<file path="src/rtl/nco_pkg.sv">
// Shared constants, waveform codes, voice control payload and FSM encoding for the polyphonic NCO.
package nco_pkg;

  localparam int unsigned CODE_W   = 14;
  localparam int unsigned LUT_AW   = 8;
  localparam logic [CODE_W-1:0] MIDSCALE = 14'd8192;

  localparam logic [1:0] WAVE_SINE   = 2'd0;
  localparam logic [1:0] WAVE_SQUARE = 2'd1;
  localparam logic [1:0] WAVE_SAW    = 2'd2;
  localparam logic [1:0] WAVE_TRI    = 2'd3;

  // Per-voice control fields written alongside the frequency word
  typedef struct packed {
    logic [1:0] mode;
    logic       en;
  } voice_ctl_t;

  typedef enum logic [1:0] {
    ST_IDLE  = 2'd0,
    ST_SWEEP = 2'd1,
    ST_DONE  = 2'd2
  } state_t;

endpackage

</file>
<file path="src/rtl/nco_wave_gen.sv">
// Combinational waveform shaper shared by all voices.
// Ports: ph (top 14 phase bits), mode (waveform select), sample (14-bit offset binary).
module nco_wave_gen
  import nco_pkg::*;
(
  input  logic [13:0]       ph,
  input  logic [1:0]        mode,
  output logic [CODE_W-1:0] sample
);

  logic [13:0] sine_val;
  logic [12:0] tri_t;

  sine_lut u_sine_lut (
    .addr (ph[13:14-LUT_AW]),
    .data (sine_val)
  );

  always_comb begin
    tri_t  = ph[12:0];
    sample = sine_val;
    case (mode)
      WAVE_SINE:   sample = sine_val;
      WAVE_SQUARE: sample = ph[13] ? 14'd0 : 14'd16383;
      WAVE_SAW:    sample = ph;
      WAVE_TRI:    sample = {(ph[13] ? ~tri_t : tri_t), 1'b0};
      default:     sample = sine_val;
    endcase
  end

endmodule

</file>
<file path="src/rtl/sine_lut.sv">
// Sine table, 256 entries x 14 bits, offset binary around 8192.
// Each half period is a parabola p*(128-p) scaled to a peak of 8191.
// Ports: addr (phase index), data (sample).
module sine_lut (
  input  logic [7:0]  addr,
  output logic [13:0] data
);

  logic [6:0]  p;
  logic [7:0]  q;
  logic [14:0] prod;
  logic [25:0] scaled;
  logic [12:0] mag;

  always_comb begin
    p      = addr[6:0];
    q      = 8'd128 - {1'b0, p};
    prod   = 15'(p) * 15'(q);
    scaled = 26'(prod) * 26'd8191;
    mag    = 13'(scaled >> 12);
    data   = addr[7] ? (14'd8192 - 14'(mag)) : (14'd8192 + 14'(mag));
  end

endmodule

</file>
<file path="src/rtl/nco_poly.sv">
// Multi-voice NCO: one shaper time-shared over a sweep of N_VOICES cycles per sample,
// voices mixed into one offset-binary code.
// Ports: clk, rst (sync, active-high); cfg_we/cfg_idx/cfg_fcw/cfg_mode/cfg_en voice config;
//        next_sample trigger; code/code_valid mixed output; busy sweep flag; overrun sticky flag.
module nco_poly
  import nco_pkg::*;
#(
  parameter int unsigned N_VOICES = 4,
  parameter int unsigned PA_W     = 24
) (
  input  logic                                      clk,
  input  logic                                      rst,
  input  logic                                      cfg_we,
  input  logic [((N_VOICES > 1) ? $clog2(N_VOICES) : 1)-1:0] cfg_idx,
  input  logic [PA_W-1:0]                           cfg_fcw,
  input  logic [1:0]                                cfg_mode,
  input  logic                                      cfg_en,
  input  logic                                      next_sample,
  output logic [13:0]                               code,
  output logic                                      code_valid,
  output logic                                      busy,
  output logic                                      overrun
);

  localparam int unsigned IDX_W = (N_VOICES > 1) ? $clog2(N_VOICES) : 1;
  localparam int unsigned SH    = $clog2(N_VOICES);
  localparam int unsigned ACC_W = 15 + SH;

  logic [PA_W-1:0]  pa_q  [N_VOICES];
  logic [PA_W-1:0]  fcw_q [N_VOICES];
  voice_ctl_t       ctl_q [N_VOICES];

  state_t                    state_q, state_d;
  logic [IDX_W-1:0]          vidx_q, vidx_d;
  logic signed [ACC_W-1:0]   acc_q, acc_d;
  logic signed [ACC_W-1:0]   contrib, acc_sum;
  logic [CODE_W-1:0]         code_q, code_d;
  logic                      code_valid_q, code_valid_d;
  logic                      busy_q, busy_d;
  logic                      overrun_q, overrun_d;
  logic                      pa_adv;
  logic [CODE_W-1:0]         sample;

  nco_wave_gen u_wave_gen (
    .ph     (pa_q[vidx_q][PA_W-1 -: 14]),
    .mode   (ctl_q[vidx_q].mode),
    .sample (sample)
  );

  // Next-state, mixing and output decode
  always_comb begin
    state_d      = state_q;
    vidx_d       = vidx_q;
    acc_d        = acc_q;
    code_d       = code_q;
    code_valid_d = 1'b0;
    overrun_d    = overrun_q;
    pa_adv       = 1'b0;
    contrib      = ctl_q[vidx_q].en ?
                   ($signed(ACC_W'(sample)) - $signed(ACC_W'(MIDSCALE))) : '0;
    acc_sum      = acc_q + contrib;

    case (state_q)
      ST_IDLE: begin
        if (next_sample) begin
          state_d = ST_SWEEP;
          vidx_d  = '0;
          acc_d   = '0;
        end
      end
      ST_SWEEP: begin
        acc_d  = acc_sum;
        pa_adv = ctl_q[vidx_q].en;
        if (vidx_q == IDX_W'(N_VOICES - 1)) begin
          // Registered here so the code is presented during the DONE cycle
          state_d      = ST_DONE;
          code_d       = MIDSCALE + CODE_W'(acc_sum >>> SH);
          code_valid_d = 1'b1;
        end else begin
          vidx_d = vidx_q + IDX_W'(1);
        end
      end
      ST_DONE: state_d = ST_IDLE;
      default: state_d = ST_IDLE;
    endcase

    if (next_sample && (state_q != ST_IDLE)) overrun_d = 1'b1;
    busy_d = (state_d != ST_IDLE);
  end

  // State, voice and output registers
  always_ff @(posedge clk) begin
    if (rst) begin
      state_q      <= ST_IDLE;
      vidx_q       <= '0;
      acc_q        <= '0;
      code_q       <= MIDSCALE;
      code_valid_q <= 1'b0;
      busy_q       <= 1'b0;
      overrun_q    <= 1'b0;
      for (int i = 0; i < int'(N_VOICES); i++) begin
        pa_q[i]  <= '0;
        fcw_q[i] <= '0;
        ctl_q[i] <= '{mode: WAVE_SINE, en: 1'b0};
      end
    end else begin
      state_q      <= state_d;
      vidx_q       <= vidx_d;
      acc_q        <= acc_d;
      code_q       <= code_d;
      code_valid_q <= code_valid_d;
      busy_q       <= busy_d;
      overrun_q    <= overrun_d;
      if (cfg_we) begin
        fcw_q[cfg_idx] <= cfg_fcw;
        ctl_q[cfg_idx] <= '{mode: cfg_mode, en: cfg_en};
      end
      // Sweep reads old cfg values because both updates are non-blocking
      if (pa_adv) pa_q[vidx_q] <= pa_q[vidx_q] + fcw_q[vidx_q];
    end
  end

  assign code       = code_q;
  assign code_valid = code_valid_q;
  assign busy       = busy_q;
  assign overrun    = overrun_q;

endmodule

</file>
<file path="config.mk">
export PLATFORM = sky130hd
export DESIGN_NAME = nco_poly
export DESIGN_NICKNAME = d
export VERILOG_FILES = /design/src/rtl/nco_pkg.sv /design/src/rtl/nco_wave_gen.sv /design/src/rtl/sine_lut.sv /design/src/rtl/nco_poly.sv
export SDC_FILE = /design/constraint.sdc
export NUM_CORES = 1
export LEC_CHECK = 0
export CAP_MARGIN = 20
export CORE_UTILIZATION = 63
export CTS_CLUSTER_SIZE = 40
export DETAILED_ROUTE_END_ITERATION = 7
export HOLD_SLACK_MARGIN = 0.08
export PLACE_DENSITY = 0.9
export RECOVER_POWER = 25
export SYNTH_ARGS = -nofsm -noshare
export SYNTH_HDL_FRONTEND = slang
export SYNTH_SLANG_ARGS = --single-unit
</file>
<file path="constraint.sdc">
create_clock -name clk -period 16.9 [get_ports clk]
set_input_delay 2.535 -clock clk [delete_from_list [all_inputs] [get_ports clk]]
set_output_delay 2.535 -clock clk [all_outputs]
set_load 0.01 [all_outputs]
</file>
Yosys cells after proc, flatten, opt, wreduce, memory -nomap -nowiden
Memories as Yosys holds them, arrays and structs flattened. A register that Yosys moved wholly into a read port is not among the register bits.
Cells that the tools add are included.
{ "totals": {"ram_bits": 204, "elab_cells": 80, "memories": 3, "register_bits": 38, "input_bits": 33, "output_inout_bits": 17} }
{ "mem_list": {"columns": ["memory", "depth", "width", "read_ports", "rd_clocked_by_memory_dff", "write_ports", "line", "source"], "rows": [
  ["fcw_q", 4, 24, 1, 1, 4, "nco_poly.sv:30", "logic [PA_W-1:0] fcw_q [N_VOICES];"],
  ["pa_q", 4, 24, 1, 1, 4, "nco_poly.sv:29", "logic [PA_W-1:0] pa_q [N_VOICES];"],
  ["ctl_q", 4, 3, 1, 1, 4, "nco_poly.sv:31", "voice_ctl_t ctl_q [N_VOICES];"]
]} }
{ "op_classes": {"mux": 38, "n_mul": 2, "reduce_logical": 13, "add_sub_neg": 8, "bitwise_logic": 2, "eq_ne": 7} }
{ "op_table": {"columns": ["cell", "count"], "rows": [
  ["14-bit case mux with 4 select lines", 1],
  ["24-bit 2-to-1 mux", 2],
  ["24-bit OR reduction", 2],
  ["17-bit 2-to-1 mux", 2],
  ["17-bit case mux with 2 select lines", 1],
  ["14-bit 2-to-1 mux", 2],
  ["2-bit 2-to-1 mux", 13],
  ["15-bit by 13-bit multiplier with 25-bit output (second input constant)", 1],
  ["24-bit adder", 1],
  ["17-bit adder", 1],
  ["7-bit by 8-bit multiplier with 15-bit output", 1],
  ["14-bit by 14-bit subtractor with 15-bit output (second input constant)", 1],
  ["14-bit by 13-bit adder with 14-bit output (first input constant)", 1],
  ["14-bit adder (first input constant)", 1],
  ["14-bit by 13-bit subtractor with 14-bit output (first input constant)", 1],
  ["1-bit 2-to-1 mux", 13],
  ["13-bit 2-to-1 mux", 1],
  ["13-bit NOT", 1],
  ["2-bit case mux with 2 select lines", 2],
  ["8-bit by 7-bit subtractor with 8-bit output (first input constant)", 1],
  ["2-bit equality test (second input constant)", 3],
  ["2-bit nonzero test", 3],
  ["2-bit by 1-bit equality test with 1-bit output (second input constant)", 2],
  ["2-bit zero test", 2],
  ["other kinds (9)", 11]
]} }

Longest topological paths before layout
Gate-level depths: netlist of run 1.
{ "logic_depth": {"word_depth": 10, "ltp_mapped": 59, "ltp_nobuf": 57} }

By module
A second synthesis of run 1 with hierarchy kept.
{ "unflattened": {"cells_unflattened": 1665, "area_unflattened_um2": 18630.4} }
{ "modules_own_cells": {"columns": ["module", "seq_area_each_um2", "cells_per_inst", "instances", "area_each_um2"], "rows": [
  ["nco_poly", 6906.6, 951, 1, 12037.8],
  ["sine_lut", 0.0, 649, 1, 5982.0],
  ["nco_wave_gen", 0.0, 65, 1, 610.6]
]} }

Least setup slack after synthesis of run 1
OpenSTA, ideal clock, no wires.
{ "synth_timing": {"path_kind": "register to register", "from": "reg with a tool-made name", "to": "reg acc_q[14]", "stages_incl_launch_ff": 56, "synth_period_minus_slack_ns": 13.657, "setup_slack_ns": 3.243, "arrival_ns": 13.529, "t_required_ns": 16.772, "setup_ns": 0.128, "path_buffers": 3, "path_cell_list": "dfxtp_1 > clkbuf_1 > buf_1 > mux4_2 > clkbuf_1 > inv_1 > ha_1 > nor3b_1 > ha_1 > nor2b_1 > fa_1 > inv_1 > fa_1 > inv_1 > fa_1 > inv_1 > fa_1 > inv_1 > [20 not listed] > and2_1 > o21a_1 > a2111oi_2 > nor2_1 > xor2_1 > or4_4 > o21ai_0 > xor2_1 > a221oi_1 > ha_1 > nand3_1 > nand2_1 > a41o_1 > o41ai_1 > o21ai_0 > xor2_1 > a22oi_1 > nor2_1"} }
{ "synth_rtl": {"columns": ["item", "line", "source"], "rows": [
  ["end signal: assignment", "nco_poly.sv:96", "acc_q <= '0;"],
  ["end signal: assignment", "nco_poly.sv:109", "acc_q <= acc_d;"],
  ["end: declaration", "nco_poly.sv:35", "logic signed [ACC_W-1:0] acc_q, acc_d;"]
]} }

==> flow_summary_export.csv, run 1 <==
group,metric,value,unit
logic_synthesis,yosys.area.top_type,"edfxtp_1",
sta,finalCritPeriodShare,88.6,%
floorplanning,die_w,171,um
clock_network,clock_sinks,243,
logic_synthesis,avgSynthCellArea,11.1,um2
setup_path,critical_path.slowest_cell,"buf_4",
min_path,hold_depth,2,
setup_path,worst_setup_path_end_kind,"flop",
placement,hpwl,28.6,mm
run_status,status,"complete, but fails checks",
route,wirelength,40.1,mm
logic_synthesis,synth_area,0.0179,mm2
sta,worst_pin_slew,2.00,ns
sta,hold_viol_final,0,
grt,antenna_found_initial,0,
placement,place_ws,2.23,ns
setup_path,cpPeakStageDelay,0.73,ns
route,antenna_left,0,
sta,max_freq,66.8,MHz
route,drcViolationCount,0,
floorplanning,die_h,171,um
layout,multi_input_area,0.0100,mm2
grt,grt_pass1_wl,65.1,mm
placement,placed_area,0.0188,mm2
setup_path,cp_max_fo,42,
placement,routabilityCongestion,0.966,
route,via_per_inst,5.96,
grt,busiest_layer,"met2",
clock_network,ctsResizeCount,0,
sta,grt_setup_unrepaired,"false",
logic_synthesis,ys_seq_area_share,38.5,%
grt,met2_usage,49.6,%
sta,clock_skew,0.0119,ns
sta,setup_ws,1.92,ns
sta,max_slew_margin,-33.2,%
grt,grt_pass1_vias,12800,
placement,portBuffers,49,
floorplanning,die-area,0.0292,mm2
floorplanning,initial_core_util,64.2,%
clock_network,clk_pin_slew,0.06,ns
logic_synthesis,yosys_warnings,0,
grt,grtUsageMet3,3.31,%
floorplanning,rows,61,
layout,layout-drive-gt1-share,6.67,%
setup_path,start_kind,"flop",
logic_synthesis,yosysUniqueCellTypes,65,
logic_synthesis,ys_ff_latch,243,
sta,setup_tns,0,ns
setup_path,cp.required,17.22,ns
grt,use_met1,37.7,%
grt,grt_max_degree,50,
setup_path,worstSetupPathType,"flop to flop",
clock_network,cts_setup_buffers,0,
setup_path,ff2ff_path_depth,54,
sta,setup_viol,0,
route,drt_pre_antenna_iters,6,
route,drt-wirelength-per-cell,19.6,um
sta,finalMaxSlewViolations,127,
logic_synthesis,synth_edf_count,204,
min_path,hp-class,"flop to flop",
clock_network,cts_made_buffers,23,
layout,fin_area,0.0195,mm2
sta,period_needed,14.98,ns
layout,fillers,1908,
setup_path,arrival,15.30,ns
clock_network,htree_levels,1,
logic_synthesis,ys_async_sr_fraction,0,%
logic_synthesis,syn_inst,1617,
layout,final_cell_mix,"inv_1, edfxtp_1, nor2_1",
floorplanning,pin_count,50,
logic_synthesis,synth_ff_type,"edfxtp_1",
grt,grt-ovfl-total,0,
clock_network,cts_root_buf,"clkbuf_16",
layout,antenna_cells,0,
run,cap_violations,4,
run_status,failed_checks,"capacitance limit, slew limit",
clock_network,ctsHoldBuffers,0,
layout,seq_area,0.00691,mm2
floorplanning,core,0.0279,mm2
clock_network,clk_path_buf_depth,3,
route,drt-initial-drc-count,964,
layout,area_growth,8.63,%
clock_network,clk_latency,0.54,ns
logic_synthesis,synth_top_area_share,34.1,%
route,num_vias,12200,
layout,mostFrequentLayoutCell,"inv_1",
grt,track_usage,28.9,%
logic_synthesis,yosys-top-cells-area,"edfxtp_1, fa_1, ha_1",
clock_network,cts_tree,"built",
layout,nets,1946,
layout make-up:
class,count,share of cell area (%)
clock buffer,28,3.21
sequential,243,35.5
timing repair buffer,59,2.81
clock inverter,14,0.437
multi-input combinational,1106,51.5
inverter,215,4.14
tap,378,2.43
worst max-delay path: cells and delay by family (launching register included):
kind | cells | cell delay (ns)
AOI/OAI and AO/OA | 20 | 4.62
DFF | 1 | 0.49
and+or+nand+nor | 7 | 1.41
muxes | 1 | 0.27
adders and majority gates | 14 | 6.10
xor gates and xnor gates | 2 | 0.39
buffers and inverters | 10 | 1.45
cells by family (layout without fill, tap and decap cells):
kind of cell,count (synthesis),after routing,synth area share (%)
AO/OA/AOI/OAI,233,233,8.68
XOR/XNOR,74,74,3.61
adder cells (fa/ha/maj),265,265,23.9
buffers and inverters,273,316,5.71
flip-flops,243,243,38.5
multiplexers,55,55,6.51
other,2,7,0.0419
AND/OR/NAND/NOR,472,472,13.0
through the flow:
stage / instances / hold WS [ns] / util, %
2_1_floorplan: 1622 / 0.462 / -
3_5_place_dp: 2001 / 0.447 / 67.3
3_3_place_gp: 2001 / 0.433 / 67.3
6_report: 2043 / 0.456 / 69.8
5_1_grt: 2043 / 0.471 / 69.8
4_1_cts: 2043 / 0.455 / 69.9
synthesized netlist by cell type (39+ instances only):
cell type / number
a21oi_1: 56
and2_1: 121
clkbuf_1: 53
dfxtp_1: 39
edfxtp_1: 204
fa_1: 130
ha_1: 135
inv_1: 215
mux4_2: 49
nand2_1: 63
nor2_1: 176
o21ai_0: 46
xnor2_1: 44
flip-flops by register name, indices dropped and copies added, names as in the netlist, named ones only:
name	count
ctl_q	12
acc_q	16
state_q	2
code	14
busy	1
fcw_q	96
vidx_q	2
pa_q	96
overrun	1
code_valid	1
routing by layer:
metal / up-vias / routed length, um
met2: 498 / 20200
met4: 0 / 1320
met3: 119 / 2510
met1: 5990 / 16100
met5: - / 0
li1: 5575 / -
worst paths after layout:
check | end | slack, ns | start
worst max-delay path | acc_q[15] | 1.92 | flop
worst min-delay path | code[8] | 0.46 | code[8]
worst max register to register | acc_q[15] | 1.92 | flop
worst min register to register | code[8] | 0.46 | code[8]
Power of run 1 is left out: the tool's default activity adds up to more than one toggle a clock period on the data nets, which glitch-free logic cannot reach.
==> inputs of run 2 (changes only) <==
GPL_TIMING_DRIVEN = 0   (was default)
==> flow_summary_export.csv, run 2 (synthesis results as in run 1) <==
group,metric,value,unit
setup_path,critical_path.slowest_cell,"clkbuf_1",
sta,max_slew_margin,36.5,%
min_path,hp-class,"flop to flop",
sta,hold_viol_final,0,
floorplanning,rows,61,
floorplanning,die_h,171,um
grt,track_usage,30.2,%
setup_path,cpPeakStageDelay,0.74,ns
clock_network,ctsHoldBuffers,0,
min_path,holdCritStartpoint,"code[9]",
clock_network,htree_levels,1,
min_path,min_to,"code[9]",
route,drt_pre_antenna_iters,5,
grt,grt-ovfl-total,0,
clock_network,clk_latency,0.53,ns
route,drcViolationCount,0,
clock_network,ctsResizeCount,0,
floorplanning,core,0.0279,mm2
setup_path,r2r-end,"acc_q[14]",
grt,antenna_found_initial,1,
route,antenna_left,0,
placement,placed_area,0.0190,mm2
setup_path,arrival,16.19,ns
layout,mostFrequentLayoutCell,"inv_1",
clock_network,cts_root_buf,"clkbuf_16",
sta,clock_skew,0.0210,ns
sta,period_needed,15.81,ns
layout,layout-drive-gt1-share,6.47,%
setup_path,r2r_slack,1.09,ns
clock_network,cts_made_buffers,22,
layout,final_cell_mix,"inv_1, edfxtp_1, nor2_1",
setup_path,ff2ff_path_depth,55,
clock_network,cts_setup_buffers,0,
sta,max_freq,63.3,MHz
placement,hpwl,30.4,mm
layout,nets,1999,
route,via_per_inst,6.06,
sta,finalCritPeriodShare,93.5,%
layout,antenna_cells,0,
layout,fin_area,0.0197,mm2
clock_network,cts_tree,"built",
clock_network,clock_sinks,243,
floorplanning,die-area,0.0292,mm2
setup_path,worst_setup_path_end_kind,"flop",
sta,worst_pin_slew,0.953,ns
run,cap_violations,0,
layout,area_growth,9.90,%
clock_network,clk_pin_slew,0.07,ns
floorplanning,pin_count,50,
clock_network,clk_path_buf_depth,3,
layout,top_regs,"fcw_q (96), pa_q (96), acc_q (16)",
setup_path,path_common_cell,"inv_1",
route,wirelength,41.8,mm
sta,setup_viol,0,
placement,routabilityCongestion,0.956,
setup_path,cp.required,17.29,ns
setup_path,cp_max_fo,10,
layout,layoutNonFillerInstCount,2094,
min_path,hold_depth,2,
grt,grt_pass1_vias,13400,
placement,portBuffers,49,
placement,dp_cells,2055,
setup_path,start_kind,"flop",
setup_path,worstSetupPathType,"flop to flop",
floorplanning,initial_core_util,64.2,%
grt,grt_max_degree,28,
route,drt-initial-drc-count,1349,
sta,setup_tns,0,ns
route,num_vias,12700,
grt,grt_pass1_wl,67.6,mm
route,drt-wirelength-per-cell,20.0,um
sta,finalMaxSlewViolations,0,
floorplanning,die_w,171,um
sta,grt_setup_unrepaired,"false",
run_status,status,"finished clean",
==> run 2: cell types whose count changed in the layout (fill, tap and decap cells not counted), sizes merged <==
cell | before | now
clkinv | 10 | 13
inv | 217 | 216
clkinvlp | 2 | 1
clkbuf | 32 | 79
dlygate4sd3 | 0 | 18
bufinv | 0 | 1
buf | 7 | 8
clkdlybuf4s50 | 48 | 31
==> run 2: cell type report <==
cell class / count / area (um2)
fillers: 1857 / 8220
flip-flops and latches: 243 / 6910
clock buffers: 23 / 554
multi-input cells: 1106 / 10000
clock inverters: 16 / 130
plain buffers: 57 / 218
inverters: 215 / 807
repair buffers: 56 / 599
well taps: 378 / 473
==> run 2: worst max-delay path, delay by kind of cell, from the launching register on <==
family	cells	cell delay (ns)
adder cells (fa/ha/maj)	13	5.86
AO/OA/AOI/OAI	15	4.08
AND/OR/NAND/NOR	11	1.95
buffers and inverters	11	1.89
XOR/XNOR	4	0.89
flip-flops	1	0.70
multiplexers	1	0.28
==> run 2: how the worst max path moves through the flow <==
| stage | depth (start not counted) | from | endpoint | slack, ns |
|---|---|---|---|---|
| 2_1_floorplan | 55 | flop | acc_q[14] | 3.24 |
| 3_3_place_gp | 55 | flop | acc_q[14] | 1.01 |
| 3_5_place_dp | 55 | flop | acc_q[14] | 0.61 |
| 4_1_cts | 55 | flop | acc_q[14] | 0.37 |
| 5_1_grt | 54 | flop | acc_q[14] | 0.03 |
| 6_report | 55 | flop | acc_q[14] | 1.09 |
==> run 2: metal layers <==
layer	global-route usage, %	share of wire [%]
met1	36.8	37
met3	4.23	7.9
met2	52.9	51
met4	14.3	4.4
met5	0	0.031
==> run 2: stage by stage <==
stage | util [%] | worst slack (ns) | hold slack, ns
final | 70.6 | 1.09 | 0.452
after global routing | 70.6 | 0.0322 | 0.473
after CTS | 70.6 | 0.369 | 0.455
after detailed placement | 68.1 | 0.611 | 0.446
after global placement | 67.7 | 1.01 | 0.438
after floorplan | - | 3.24 | 0.462
Power of run 2 is left out for the same reason.
==> inputs of run 3 (changes only) <==
GPL_TIMING_DRIVEN = default   (was 0)
RECOVER_POWER = default   (was 25)
==> flow_summary_export.csv, run 3 (synthesis results as in run 1) <==
group,metric,value,unit
run_status,status,"finished clean",
grt,antenna_found_initial,0,
sta,max_freq,67.1,MHz
clock_network,ctsHoldBuffers,0,
floorplanning,pin_count,50,
clock_network,htree_levels,1,
sta,setup_ws,2.00,ns
sta,max_slew_margin,23.5,%
sta,setup_tns,0,ns
grt,track_usage,28.9,%
clock_network,clk_latency,0.53,ns
clock_network,cts_root_buf,"clkbuf_16",
setup_path,worst_setup_path_end_kind,"flop",
floorplanning,die_h,171,um
layout,fillers,1901,
route,antenna_left,0,
layout,antenna_cells,0,
grt,met2_usage,49.6,%
floorplanning,core,0.0279,mm2
layout,layoutNonFillerInstCount,2043,
grt,grtUsageMet3,3.31,%
min_path,hp-class,"flop to flop",
grt,grt_max_degree,50,
layout,nets,1946,
layout,top_regs,"fcw_q (96), pa_q (96), acc_q (16)",
placement,dp_cells,2001,
floorplanning,die_w,171,um
clock_network,clock_sinks,243,
floorplanning,rows,61,
clock_network,cts_tree,"built",
floorplanning,die-area,0.0292,mm2
clock_network,clk_pin_slew,0.06,ns
route,drcViolationCount,0,
run,cap_violations,0,
grt,use_met1,37.7,%
setup_path,r2r_slack,2.00,ns
grt,grt-ovfl-total,0,
setup_path,arrival,15.27,ns
route,drt_pre_antenna_iters,7,
placement,portBuffers,49,
route,drt-initial-drc-count,1061,
placement,place_ws,2.23,ns
clock_network,clk_path_buf_depth,3,
clock_network,cts_made_buffers,23,
layout,area_growth,8.81,%
setup_path,cp_max_fo,42,
layout,layout-drive-gt1-share,7.15,%
grt,grt_pass1_wl,65.1,mm
route,drt-wirelength-per-cell,19.7,um
setup_path,critical_path.slowest_cell,"buf_4",
placement,routabilityCongestion,0.966,
route,num_vias,12300,
setup_path,cpPeakStageDelay,0.72,ns
route,via_per_inst,6.01,
placement,hpwl,28.6,mm
sta,worst_pin_slew,1.15,ns
sta,hold_viol_final,0,
layout,mostFrequentLayoutCell,"inv_1",
grt,grt_pass1_vias,12800,
setup_path,start_kind,"flop",
sta,finalCritPeriodShare,88.1,%
sta,grt_setup_unrepaired,"false",
route,wirelength,40.2,mm
sta,setup_viol,0,
setup_path,worstSetupPathType,"flop to flop",
sta,clock_skew,0.00983,ns
clock_network,cts_setup_buffers,0,
setup_path,cp.required,17.27,ns
sta,finalMaxSlewViolations,0,
clock_network,ctsResizeCount,0,
floorplanning,initial_core_util,64.2,%
grt,busiest_layer,"met2",
sta,period_needed,14.90,ns
layout,final_cell_mix,"inv_1, edfxtp_1, nor2_1",
run 3: worst paths after layout:
check	start	cells after the start	to
worst max register to register	flop	54	acc_q[15]
worst max-delay path	flop	54	acc_q[15]
worst min-delay path	code[8]	2	code[8]
worst min register to register	code[8]	2	code[8]
run 3: layer usage:
metal  routed length [um]  vias to the layer above
met5                    0                        -
met4                 1300                        0
met3                 2800                      119
met2                20200                      570
met1                15900                     6022
li1                     -                     5576
run 3: critical path, delay by kind of cell (launching register included):
family | cells | cell delay, ns
AO/OA/AOI/OAI | 20 | 4.61
XOR/XNOR | 2 | 0.39
adder cells (fa/ha/maj) | 14 | 6.10
buffers and inverters | 10 | 1.44
flip-flops | 1 | 0.49
multiplexers | 1 | 0.28
AND/OR/NAND/NOR | 7 | 1.40
run 3: per-stage QoR:
step	util, %	area [um2]	hold WS [ns]
floorplan	-	18000	0.462
global placement	67.3	18800	0.433
detailed placement	67.3	18800	0.447
CTS	69.9	19500	0.455
global route	69.9	19500	0.471
finish	69.9	19500	0.456
run 3: area by class of cell:
type                       instances  area [um2]  area share, %
sequential                       243        6910           35.4
clock buffer                      28         626           3.20
clock inverter                    14        85.1          0.436
tap                              378         473           2.42
inverter                         215         807           4.13
timing repair buffer              59         561           2.87
multi-input combinational       1106       10100           51.5
Power of run 3 is left out for the same reason.
